===== src/rtl/if_id_stage_pkg.sv =====
// Shared opcodes, bubble encoding and FSM states for the IF/ID stage.
package if_id_stage_pkg;

   localparam int unsigned WIDTH     = 16;
   localparam int unsigned REG_BITS  = 3;
   localparam int unsigned OPC_BITS  = 5;
   localparam int unsigned CNT_BITS  = 16;

   localparam logic [WIDTH-1:0] NOP_INSTR = 16'h0800;

   localparam logic [OPC_BITS-1:0] OP_HALT   = 5'b00000;
   localparam logic [OPC_BITS-1:0] OP_NOP    = 5'b00001;
   localparam logic [OPC_BITS-1:0] OP_J      = 5'b00100;
   localparam logic [OPC_BITS-1:0] OP_JAL    = 5'b00110;
   localparam logic [OPC_BITS-1:0] OP_LBI    = 5'b11000;
   localparam logic [OPC_BITS-1:0] OP_ST     = 5'b10000;
   localparam logic [OPC_BITS-1:0] OP_STU    = 5'b10011;
   localparam logic [OPC_BITS-1:0] OP_ADDSUB = 5'b11011;
   localparam logic [OPC_BITS-1:0] OP_LOGIC  = 5'b11010;
   localparam logic [2:0]          OP_RGRP   = 3'b111;

   typedef enum logic [1:0] {
      ST_RUN    = 2'd0,
      ST_STALL  = 2'd1,
      ST_HALTED = 2'd2
   } state_t;

   // Rs is read by everything except halt/nop, direct jumps and LBI.
   function automatic logic uses_rs(input logic [OPC_BITS-1:0] op);
      return !(op == OP_HALT || op == OP_NOP || op == OP_J ||
               op == OP_JAL  || op == OP_LBI);
   endfunction

   function automatic logic uses_rt(input logic [OPC_BITS-1:0] op);
      return (op == OP_ADDSUB) || (op == OP_LOGIC) || (op[4:2] == OP_RGRP) ||
             (op == OP_ST) || (op == OP_STU);
   endfunction

endpackage


===== src/rtl/if_id_stage_hazard_detect.sv =====
// RAW hazard check of the latched instruction's sources against ID/EX and EX/MEM dests.
module if_id_stage_hazard_detect
   import if_id_stage_pkg::*;
(
   input  logic [OPC_BITS-1:0] i_opcode,
   input  logic [REG_BITS-1:0] i_rs,
   input  logic [REG_BITS-1:0] i_rt,
   input  logic                i_valid,
   input  logic [REG_BITS-1:0] i_idex_rd,
   input  logic                i_idex_regwrite,
   input  logic [REG_BITS-1:0] i_exmem_rd,
   input  logic                i_exmem_regwrite,
   output logic                o_hazard_c
);

   logic w_rs_hit;
   logic w_rt_hit;

   assign w_rs_hit = (i_idex_regwrite  && (i_idex_rd  == i_rs)) ||
                     (i_exmem_regwrite && (i_exmem_rd == i_rs));
   assign w_rt_hit = (i_idex_regwrite  && (i_idex_rd  == i_rt)) ||
                     (i_exmem_regwrite && (i_exmem_rd == i_rt));

   assign o_hazard_c = i_valid && ((uses_rs(i_opcode) && w_rs_hit) ||
                                   (uses_rt(i_opcode) && w_rt_hit));

endmodule


===== src/rtl/register.sv =====
// Generic enabled register with synchronous active-high reset.
module register #(
   parameter int unsigned   W       = 16,
   parameter logic [W-1:0]  RST_VAL = '0
) (
   input  logic         clk,
   input  logic         rst,
   input  logic         i_we,
   input  logic [W-1:0] i_d,
   output logic [W-1:0] o_q
);

   always_ff @(posedge clk) begin
      if (rst)       o_q <= RST_VAL;
      else if (i_we) o_q <= i_d;
   end

endmodule


===== src/rtl/if_id_stage.sv =====
// IF/ID pipeline latch with RAW stall, redirect squash and HALT freeze.
module if_id_stage
   import if_id_stage_pkg::*;
(
   input  logic                clk,
   input  logic                rst,
   input  logic [WIDTH-1:0]    instr_in,
   input  logic [WIDTH-1:0]    pc_next_in,
   input  logic [WIDTH-1:0]    pc_curr_in,
   input  logic                flush,
   input  logic [REG_BITS-1:0] idex_rd,
   input  logic                idex_regwrite,
   input  logic [REG_BITS-1:0] exmem_rd,
   input  logic                exmem_regwrite,
   output logic [WIDTH-1:0]    instr_out,
   output logic [WIDTH-1:0]    pc_next_out,
   output logic [WIDTH-1:0]    pc_curr_out,
   output logic                valid_out,
   output logic                id_bubble,
   output logic                stall_fetch,
   output logic                halted,
   output logic [CNT_BITS-1:0] stall_count
);

   state_t              r_state;
   state_t              w_state_nxt;
   logic                w_hazard;
   logic                w_halt_entry;
   logic                w_hold;
   logic [WIDTH-1:0]    w_instr_d;
   logic [CNT_BITS-1:0] r_stall_count;

   if_id_stage_hazard_detect u_hazard (
      .i_opcode         (instr_out[15:11]),
      .i_rs             (instr_out[10:8]),
      .i_rt             (instr_out[7:5]),
      .i_valid          (valid_out),
      .i_idex_rd        (idex_rd),
      .i_idex_regwrite  (idex_regwrite),
      .i_exmem_rd       (exmem_rd),
      .i_exmem_regwrite (exmem_regwrite),
      .o_hazard_c       (w_hazard)
   );

   assign w_halt_entry = valid_out && (instr_out[15:11] == OP_HALT);
   assign w_instr_d    = flush ? NOP_INSTR : instr_in;

   register #(.W(WIDTH), .RST_VAL(NOP_INSTR)) u_instr_q (
      .clk(clk), .rst(rst), .i_we(~w_hold), .i_d(w_instr_d), .o_q(instr_out)
   );
   register #(.W(WIDTH), .RST_VAL('0)) u_pc_next_q (
      .clk(clk), .rst(rst), .i_we(~w_hold), .i_d(pc_next_in), .o_q(pc_next_out)
   );
   register #(.W(WIDTH), .RST_VAL('0)) u_pc_curr_q (
      .clk(clk), .rst(rst), .i_we(~w_hold), .i_d(pc_curr_in), .o_q(pc_curr_out)
   );
   register #(.W(1), .RST_VAL(1'b0)) u_valid_q (
      .clk(clk), .rst(rst), .i_we(~w_hold), .i_d(~flush), .o_q(valid_out)
   );

   always_ff @(posedge clk) begin
      if (rst) r_state <= ST_RUN;
      else     r_state <= w_state_nxt;
   end

   // Flush beats hazard and halt entry; HALTED is left only through reset.
   always_comb begin
      w_state_nxt = r_state;
      w_hold      = 1'b0;
      stall_fetch = 1'b0;
      id_bubble   = 1'b0;
      case (r_state)
         ST_RUN, ST_STALL: begin
            if (flush) begin
               w_state_nxt = ST_RUN;
            end else if (w_hazard) begin
               w_hold      = 1'b1;
               stall_fetch = 1'b1;
               id_bubble   = 1'b1;
               w_state_nxt = ST_STALL;
            end else if (w_halt_entry) begin
               w_hold      = 1'b1;
               stall_fetch = 1'b1;
               w_state_nxt = ST_HALTED;
            end else begin
               w_state_nxt = ST_RUN;
            end
         end
         ST_HALTED: begin
            w_hold      = 1'b1;
            stall_fetch = 1'b1;
            id_bubble   = 1'b1;
         end
         default: w_state_nxt = ST_RUN;
      endcase
   end

   always_ff @(posedge clk) begin
      if (rst)
         r_stall_count <= '0;
      else if (stall_fetch && (r_state != ST_HALTED) && (r_stall_count != '1))
         r_stall_count <= r_stall_count + CNT_BITS'(1);
   end

   assign stall_count = r_stall_count;
   assign halted      = (r_state == ST_HALTED);

endmodule


===== config.mk =====
export PLATFORM = sky130hd
export DESIGN_NAME = if_id_stage
export DESIGN_NICKNAME = d
export VERILOG_FILES = /design/src/rtl/if_id_stage_pkg.sv /design/src/rtl/if_id_stage_hazard_detect.sv /design/src/rtl/register.sv /design/src/rtl/if_id_stage.sv
export SDC_FILE = /design/constraint.sdc
export NUM_CORES = 1
export LEC_CHECK = 0
export BUFFER_PORTS_ARGS = -buffer_cell sky130_fd_sc_hd__buf_2
export CAP_MARGIN = 15
export CORE_MARGIN = 1
export CORE_UTILIZATION = 28
export DETAILED_ROUTE_END_ITERATION = 10
export PLACE_DENSITY = 0.49
export SYNTH_ARGS = -nofsm -noshare
export SYNTH_HDL_FRONTEND = slang
export SYNTH_SLANG_ARGS = --single-unit
export TNS_END_PERCENT = 100

===== constraint.sdc =====
create_clock -name clk -period 6.13 [get_ports clk]
set_input_delay 0.613 -clock clk [delete_from_list [all_inputs] [get_ports clk]]
set_output_delay 0.613 -clock clk [all_outputs]
set_load 0.01 [all_outputs]

Word level (Yosys, flattened, before mapping). Index checks and enable logic that the tools add are counted.

Add/subtract/negate cells: 1. Eq/ne operators: 17. Multiplexer cells: 12. Bitwise gates (word level): 1. Reduce and logical (&&, ||, !) cells: 25.

Operators by type and width (count): == test 5 bit (second input constant) (5); adder 16 x 1 -> 16 bit (second input constant) (1); 2-to-1 mux 16 bit (1); inequality test 16 bit (second input constant) (1); == test 3 bit (4); logical OR 1 bit (11); == test 5 x 3 -> 1 bit (second input constant) (2); logical AND 1 bit (10); 2-to-1 mux 2 bit (3); == test 5 x 1 -> 1 bit (second input constant) (1); zero test 5 bit (1); 2-to-1 mux 1 bit (5); one-hot mux 1 bit (2 select lines) (2); one-hot mux 2 bit (2 select lines) (1); == test 3 bit (second input constant) (1); == test 2 x 1 -> 1 bit (second input constant) (1); == test 2 bit (second input constant) (1); zero test 2 bit (1); inequality test 2 bit (second input constant) (1); OR reduction 2 bit (1); zero test 1 bit (1); NOT 1 bit (1).

Register bits after elaboration: 67. Output and inout bits: 68. Logic and storage cells: 62.

Depth between registers and ports, before layout. Gate-level depths: netlist of the first run.

Word-level depth: 14. Gate-level depth with buffers: 10. Mapped depth without buffers: 8.

Cells and area by module. From an unflattened synthesis of the first run, not the netlist that was laid out.

Cells, all modules: 317. Area total of the unflattened synthesis: 3106.7 µm².

By module, submodules not included: register at u_pc_curr_q ... (times used 2, cells an instance 52, area an instance 580.6 µm², seq. area each 320.3 µm²); if_id_stage (times used 1, cells an instance 131, area an instance 1117.3 µm², seq. area each 360.3 µm²); register at u_instr_q (times used 1, cells an instance 52, area an instance 581.8 µm², seq. area each 320.3 µm²); if_id_stage_hazard_detect (times used 1, cells an instance 27, area an instance 212.7 µm², seq. area each 0.0 µm²); register at u_valid_q (times used 1, cells an instance 3, area an instance 33.8 µm², seq. area each 20.0 µm²).

Worst setup path before layout of the first run. No wires, ideal clock.

Kind: input to output. Start: in flush. End: out stall_fetch. Data arrival time: 1.831 ns. Data required time: 5.517 ns. Setup slack: 3.686 ns. Stages on the path: 8. Buffers on the path: 2. Cells stage by stage: nor3b_2 o31ai_1 a211oi_2 a41o_1 nor3_4 inv_2 buf_2 buf_4.

Word-level cells in the longest chain between the ends: 2.

RTL lines: start: declaration (line if_id_stage.sv:10) `input logic flush,`; 2-to-1 mux 1 bit (line if_id_stage.sv:74) `if (flush) begin`; one-hot mux 1 bit (2 select lines) (line if_id_stage.sv:72) `case (r_state)`; end: declaration (line if_id_stage.sv:20) `output logic stall_fetch,`.

No other way between the ends.

Worst setup path after layout of the first run. Same ends and word-level chain as after synthesis.

==> results.sh, run 1 <==
export IMPL_status="complete, no violations"
export IMPL_synthAdderAreaFrac_pct=0.4333
export IMPL_critPathMostFrequentCell="buf_2"
export IMPL_first_pass_iters=4
export IMPL_cpPeakStageDelay_ns=0.61
export IMPL_synth_area_top_cells="dfxtp_1 (46%), nand2_1 (11%), a21oi_1 (9.5%)"
export IMPL_slew_headroom_pct=43.06
export IMPL_antennaDiodeCount=0
export IMPL_post_cts_buffers=0
export IMPL_final_cell_mix="buf_2 (126), nand2_1 (85), dfxtp_1 (67)"
export IMPL_hold_ws_ns=0.4535
export IMPL_clock_latency_ns=0.34
export IMPL_fill_cells=1078
export IMPL_clkTransAtPathRegs_ns=0.08
export IMPL_rows=36
export IMPL_area_delta_synth_final_pct=31.80
export IMPL_syn_nets=405
export IMPL_startpoint_type="input port"
export IMPL_overflow=0
export IMPL_fp_dieArea_sq_mm=0.01072
export IMPL_hp_class="flop to flop"
export IMPL_worstMarginPinSlew_ns=0.8528
export IMPL_vdd_drop_max_mv=0.1449
export IMPL_fin_skew_ns=0.009383
export IMPL_syn_area_sq_mm=0.002888
export IMPL_final_antenna_net_count=0
export IMPL_fmax_mhz=308.5
export IMPL_detailed_place_hpwl_um=5263
export IMPL_syn_avg_cell_area_sq_um=8.370
export IMPL_synthXorXnorAreaFrac_pct=4.549
export IMPL_routed_wl_um=7736
export IMPL_grt_max_degree=77
export IMPL_synth_top_family_by_area="simple AND/OR/NAND/NOR gates"
export IMPL_criticalPathCategory="input port to primary output"
export IMPL_regArea_sq_mm=0.001341
export IMPL_hold_viol=0
export IMPL_placed_area_sq_mm=0.003598
export IMPL_power_density_mw_per_mm2=251.7
export IMPL_nets=524
export IMPL_cp_end_kind="primary output"
export IMPL_rsz0062_at_grt="false"
export IMPL_ys_types=42
export IMPL_vias=2771
export IMPL_crit_path_cell_trace="buf_2 -> nor3b_2 -> o31ai_1 -> a211oi_2 -> a41o_1 -> nor3_4 -> inv_2 -> buf_2"
export IMPL_grt_use_total_pct=14.66
export IMPL_io_pins=127
export IMPL_setup_violations_final=0
export IMPL_synth_largest_area_cell="dfxtp_1"
export IMPL_power_leakage_nw=1.790
export IMPL_die_y_um=103.6
export IMPL_cts_tree="done"
export IMPL_grt_pass1_vias=2635
export IMPL_antenna_found_initial=0
export IMPL_yosysTopAreaCellShare_pct=46.45
export IMPL_total_power_mw=0.9578
export IMPL_yosysWarnings=0
export IMPL_synth_simple_area_share_pct=26.04
export IMPL_cts_buffers=9
export IMPL_grt_pass1_wl_um=12720
export IMPL_synth_mux_area_share_pct=3.033
export IMPL_design_core_area_sq_mm=0.009864
export IMPL_worstPathMaxFanout=49
export IMPL_cts_resized=0
export IMPL_final_common_cell="buf_2"
export IMPL_initial_core_util_pct=29.27
export IMPL_tns_ns=0
export IMPL_multiInputGateArea_sq_mm=0.001426
export IMPL_cp_required_ns=5.52
export IMPL_drive_gt1_share_pct=33.26
export IMPL_root_buffer="clkbuf_8"
export IMPL_drv_slew=0
export IMPL_synth_seq_cells=67
export IMPL_finalCritPeriodShare_pct=52.89
export IMPL_port_buffers=126
export IMPL_cts_buffer_depth=2
export IMPL_clock_sinks=67
export IMPL_drv_cap=0
export IMPL_die_w_um=103.6
export IMPL_slowest_stage="inv_2"
export IMPL_htreeDepth=3
export IMPL_postSynthCellCount=345
export IMPL_drt_iter0_markers=98
export IMPL_gp_congestion=0.7440
export IMPL_synth_compound_area_share_pct=15.34
export IMPL_cts_hold_buf=0
export IMPL_period_needed_ns=3.242
export IMPL_vias_per_cell=4.603
export IMPL_post_drt_wl_per_cell_um=12.85
export IMPL_critPathArrivalTime_ns=2.63
export IMPL_ys_seq_area_share_pct=46.45
export IMPL_utilization_pct=38.58
export IMPL_final_area_sq_mm=0.003806
export IMPL_drc=0
[per-stage QoR]
| stage | instances | setup slack [ns] |
|---|---|---|
| floorplan | 345 | 3.686 |
| global placement | 586 | 2.877 |
| detailed placement | 586 | 2.821 |
| CTS | 602 | 2.828 |
| global route | 602 | 2.649 |
| finish | 602 | 2.888 |
[metal layers]
metal,global-route usage [%],wire [um],vias up
met2,24.26,3698,84
met4,3.727,66,0
met5,0,0,-
li1,-,-,1412
met1,17.15,3348,1268
met3,6.608,621,7
[cell usage after synthesis]
cell and count:
nand3b_1 15, and2_1 2, xnor2_1 15, mux2_4 3, nor3_1 2, a211oi_1 3, a21oi_2 1, a21oi_1 55
nand3_1 3, o2bb2ai_1 1, inv_2 1, nor2b_1 5, a31o_2 3, clkbuf_1 13, o31ai_1 1, ha_1 1
a41oi_2 1, nor3b_2 1, buf_2 3, buf_6 2, o211ai_1 1, or3_1 2, nor4_1 1, mux2_1 2
o21bai_1 1, nand4_1 9, a311oi_1 1, or2_1 1, inv_1 4, and4_1 1, and3_1 6, buf_4 2
nor2_1 17, a21boi_2 1, a41o_1 2, mux2i_1 2, dfxtp_1 67, nand2_1 85, nand2b_1 5, a211oi_2 1
nor3_4 1, o21ai_0 2
[power by group]
part	internal, mW	switching, mW
clock	0.226	0.168
combinational	0.0454	0.0519
sequential	0.454	0.0127
total	0.726	0.232
[path summary, 6_finish.rpt]
kind,to,slack (ns),depth (start not counted),from
worst max register to register,stall_count[5],3.72,8,stall_count[0]
worst min register to register,u_pc_curr_q.o_q[10],0.45,2,u_pc_curr_q.o_q[10]
worst max-delay path,stall_fetch,2.89,8,flush
worst min-delay path,u_pc_curr_q.o_q[10],0.45,2,u_pc_curr_q.o_q[10]
[state kept, by name, indices dropped and copies added, names as in the netlist]
name	cells
u_pc_next_q.o_q	16
r_state	2
u_pc_curr_q.o_q	16
stall_count	16
u_valid_q.o_q	1
u_instr_q.o_q	16
[logic make-up (layout without fill, tap and decap cells)]
| kind of cell | count (synthesis) | in the layout |
|---|---|---|
| xor gates and xnor gates | 15 | 15 |
| adders and majority gates | 1 | 1 |
| AOI/OAI and AO/OA | 74 | 74 |
| and+or+nand+nor | 156 | 156 |
| buffers and inverters | 25 | 149 |
| DFF | 67 | 67 |
| muxes | 7 | 7 |
[worst max-delay path: cells and delay by family]
family | cells | cell delay (ns)
buffers and inverters | 3 | 1.06
AND/OR/NAND/NOR | 2 | 0.37
AO/OA/AOI/OAI | 3 | 0.57
[layout make-up]
type	count	area share (%)
repair buffers	128	16.96
multi-input cells	253	37.48
clock buffers	10	3.353
clock inverters	6	2.104
well taps	133	4.372
flip-flops and latches	67	35.24
inverters	5	0.4931
No activity file was read; power rests on OpenSTA's default activity.
==> run 2, diff against run 1 <==
--- a/config.mk
+++ b/config.mk
@@ -10,7 +10,7 @@
 export CORE_MARGIN = 1
 export CORE_UTILIZATION = 28
 export DETAILED_ROUTE_END_ITERATION = 10
-export PLACE_DENSITY = 0.49
+export PLACE_DENSITY = 0.51
 export SYNTH_ARGS = -nofsm -noshare
 export SYNTH_HDL_FRONTEND = slang
 export SYNTH_SLANG_ARGS = --single-unit
==> constraint.sdc (replaced) <==
create_clock -name clk -period 2.6 [get_ports clk]
set_input_delay 0.26 -clock clk [delete_from_list [all_inputs] [get_ports clk]]
set_output_delay 0.26 -clock clk [all_outputs]
set_load 0.01 [all_outputs]
==> run 2 against run 1 <==
Clock-buffer cell count is 2 higher. Die area is the same. Worst setup slack got worse by 2.8 ns. Sequential share of layout area did not move. Clock power increased by 88%. Combinational power increased by 140%. Cell count up 0.83%. Register-to-register slack worse by 3.5 ns. Power grew 120%. Clock skew shrank 0.0013 ns. Wire length up 1.9%. Critical endpoint unchanged. Largest cell class unchanged. Highest routed layer unchanged.
==> results.sh, run 2 (same netlist as run 1, synthesis figures left out) <==
export IMPL_status="complete, no violations"
export IMPL_dp_worst_setup_slack_ns=0.1603
export IMPL_cp_startpoint="u_instr_q.o_q[12]"
export IMPL_hp_class="input port to flop"
export IMPL_hold_viol=0
export IMPL_cp_end_kind="primary output"
export IMPL_first_pass_iters=4
export IMPL_clock_sinks=67
export IMPL_rows=36
export IMPL_die_y_um=103.6
export IMPL_fp_dieArea_sq_mm=0.01072
export IMPL_final_antenna_net_count=0
export IMPL_worstPathMaxFanout=31
export IMPL_die_w_um=103.6
export IMPL_initial_core_util_pct=29.27
export IMPL_area_delta_synth_final_pct=31.80
export IMPL_cpPeakStageDelay_ns=0.34
export IMPL_post_cts_buffers=0
export IMPL_fill_cells=1089
export IMPL_critPathArrivalTime_ns=2.20
export IMPL_clkTransAtPathRegs_ns=0.07
export IMPL_fin_skew_ns=0.008095
export IMPL_rr_startpoint="u_instr_q.o_q[12]"
export IMPL_slowest_stage="dfxtp_1"
export IMPL_tns_ns=0
export IMPL_finalCritPeriodShare_pct=94.70
export IMPL_drt_iter0_markers=67
export IMPL_detailed_place_hpwl_um=5653
export IMPL_cts_buffer_depth=2
export IMPL_nets=530
export IMPL_root_buffer="clkbuf_8"
export IMPL_final_setup_worst_slack_ns=0.1378
export IMPL_power_density_mw_per_mm2=545.4
export IMPL_grt_pass1_vias=2693
export IMPL_vias_per_cell=4.646
export IMPL_hold_ws_ns=0.1496
export IMPL_power_leakage_nw=1.797
export IMPL_crit_path_cell_trace="or2_1 -> o31ai_1 -> a211oi_2 -> a41o_1 -> nor3_4 -> inv_4 -> buf_2"
export IMPL_period_needed_ns=2.462
export IMPL_cp_required_ns=2.34
export IMPL_criticalPathCategory="flop to primary output"
export IMPL_drv_slew=0
export IMPL_final_common_cell="buf_2"
export IMPL_clock_latency_ns=0.34
export IMPL_cts_buffers=9
export IMPL_antennaDiodeCount=0
export IMPL_gp_congestion=0.7417
export IMPL_slew_headroom_pct=63.48
export IMPL_rsz0062_at_grt="false"
export IMPL_hp_start="pc_curr_in[0]"
export IMPL_cts_tree="done"
export IMPL_routed_wl_um=7882
export IMPL_worstMarginPinSlew_ns=0.5478
export IMPL_setup_violations_final=0
export IMPL_fmax_mhz=406.1
export IMPL_overflow=0
export IMPL_drv_cap=0
export IMPL_placed_area_sq_mm=0.003643
export IMPL_vdd_drop_max_mv=0.3196
export IMPL_grt_use_total_pct=15.08
export IMPL_drc=0
export IMPL_io_pins=127
export IMPL_design_core_area_sq_mm=0.009864
export IMPL_cts_hold_buf=0
export IMPL_startpoint_type="flop"
export IMPL_post_drt_wl_per_cell_um=12.99
export IMPL_vias=2820
export IMPL_port_buffers=126
export IMPL_htreeDepth=3
export IMPL_final_area_sq_mm=0.003806
export IMPL_drive_gt1_share_pct=33.76
export IMPL_final_cell_mix="buf_2 (126), nand2_1 (85), dfxtp_1 (67)"
export IMPL_grt_max_degree=49
export IMPL_antenna_found_initial=0
export IMPL_grt_pass1_wl_um=13010
==> run 2: cell types whose count changed in the layout (fill, tap and decap cells not counted), sizes merged <==
cell    delta
buf        +6
bufinv     -2
clkbuf     +2
clkinv     -1
==> run 2: area by class of cell <==
type	instances	area, sq um	area share (%)
flip-flops and latches	67	1341	35.24
well taps	133	166.4	4.372
repair buffers	134	690.7	18.15
clock buffers	12	145.1	3.813
inverters	5	21.27	0.5588
clock inverters	3	15.01	0.3945
multi-input cells	253	1426	37.48
==> run 2: metal layers <==
metal | routed length (um) | global-route usage [%] | vias to the layer above
met3 | 498 | 4.909 | 10
li1 | - | - | 1423
met5 | 0 | 0 | -
met1 | 3632 | 18.92 | 1308
met2 | 3624 | 23.97 | 79
met4 | 126 | 5.694 | 0
==> run 2: stage by stage <==
step	utilization [%]	power (mW)	std cells
2_1_floorplan	-	1.244	345
3_3_place_gp	36.94	1.357	592
3_5_place_dp	36.94	1.362	592
4_1_cts	38.58	2.109	607
5_1_grt	38.58	2.191	607
6_report	38.58	2.076	607
==> run 2: repair_timing <==
item / in CTS / in global routing
resized for setup: 1 / 0
endpoints found under the setup margin: 1 / 0
hold endpoints to repair: 0 / 0
==> run 2: final timing paths <==
| kind | to | slack (ns) | cells past startpoint |
|---|---|---|---|
| min | u_pc_curr_q.o_q[0] | 0.15 | 3 |
| max reg2reg | u_instr_q.o_q[6] | 0.26 | 8 |
| min reg2reg | u_pc_curr_q.o_q[3] | 0.45 | 2 |
| max | stall_fetch | 0.14 | 7 |
==> run 2: power by group <==
group / switching [mW] / internal, mW / leakage (nW)
Sequential: 0.0301 / 1.07 / 0.551
Clock: 0.377 / 0.363 / 0.0860
Combinational: 0.126 / 0.110 / 1.16
Total: 0.533 / 1.54 / 1.80
==> run 2: worst max-delay path: cells and delay by family, from the launching register on <==
family,cells,cell delay [ns]
AOI/OAI and AO/OA,3,0.66
and+or+nand+nor,2,0.51
buffers and inverters,2,0.35
DFF,1,0.34
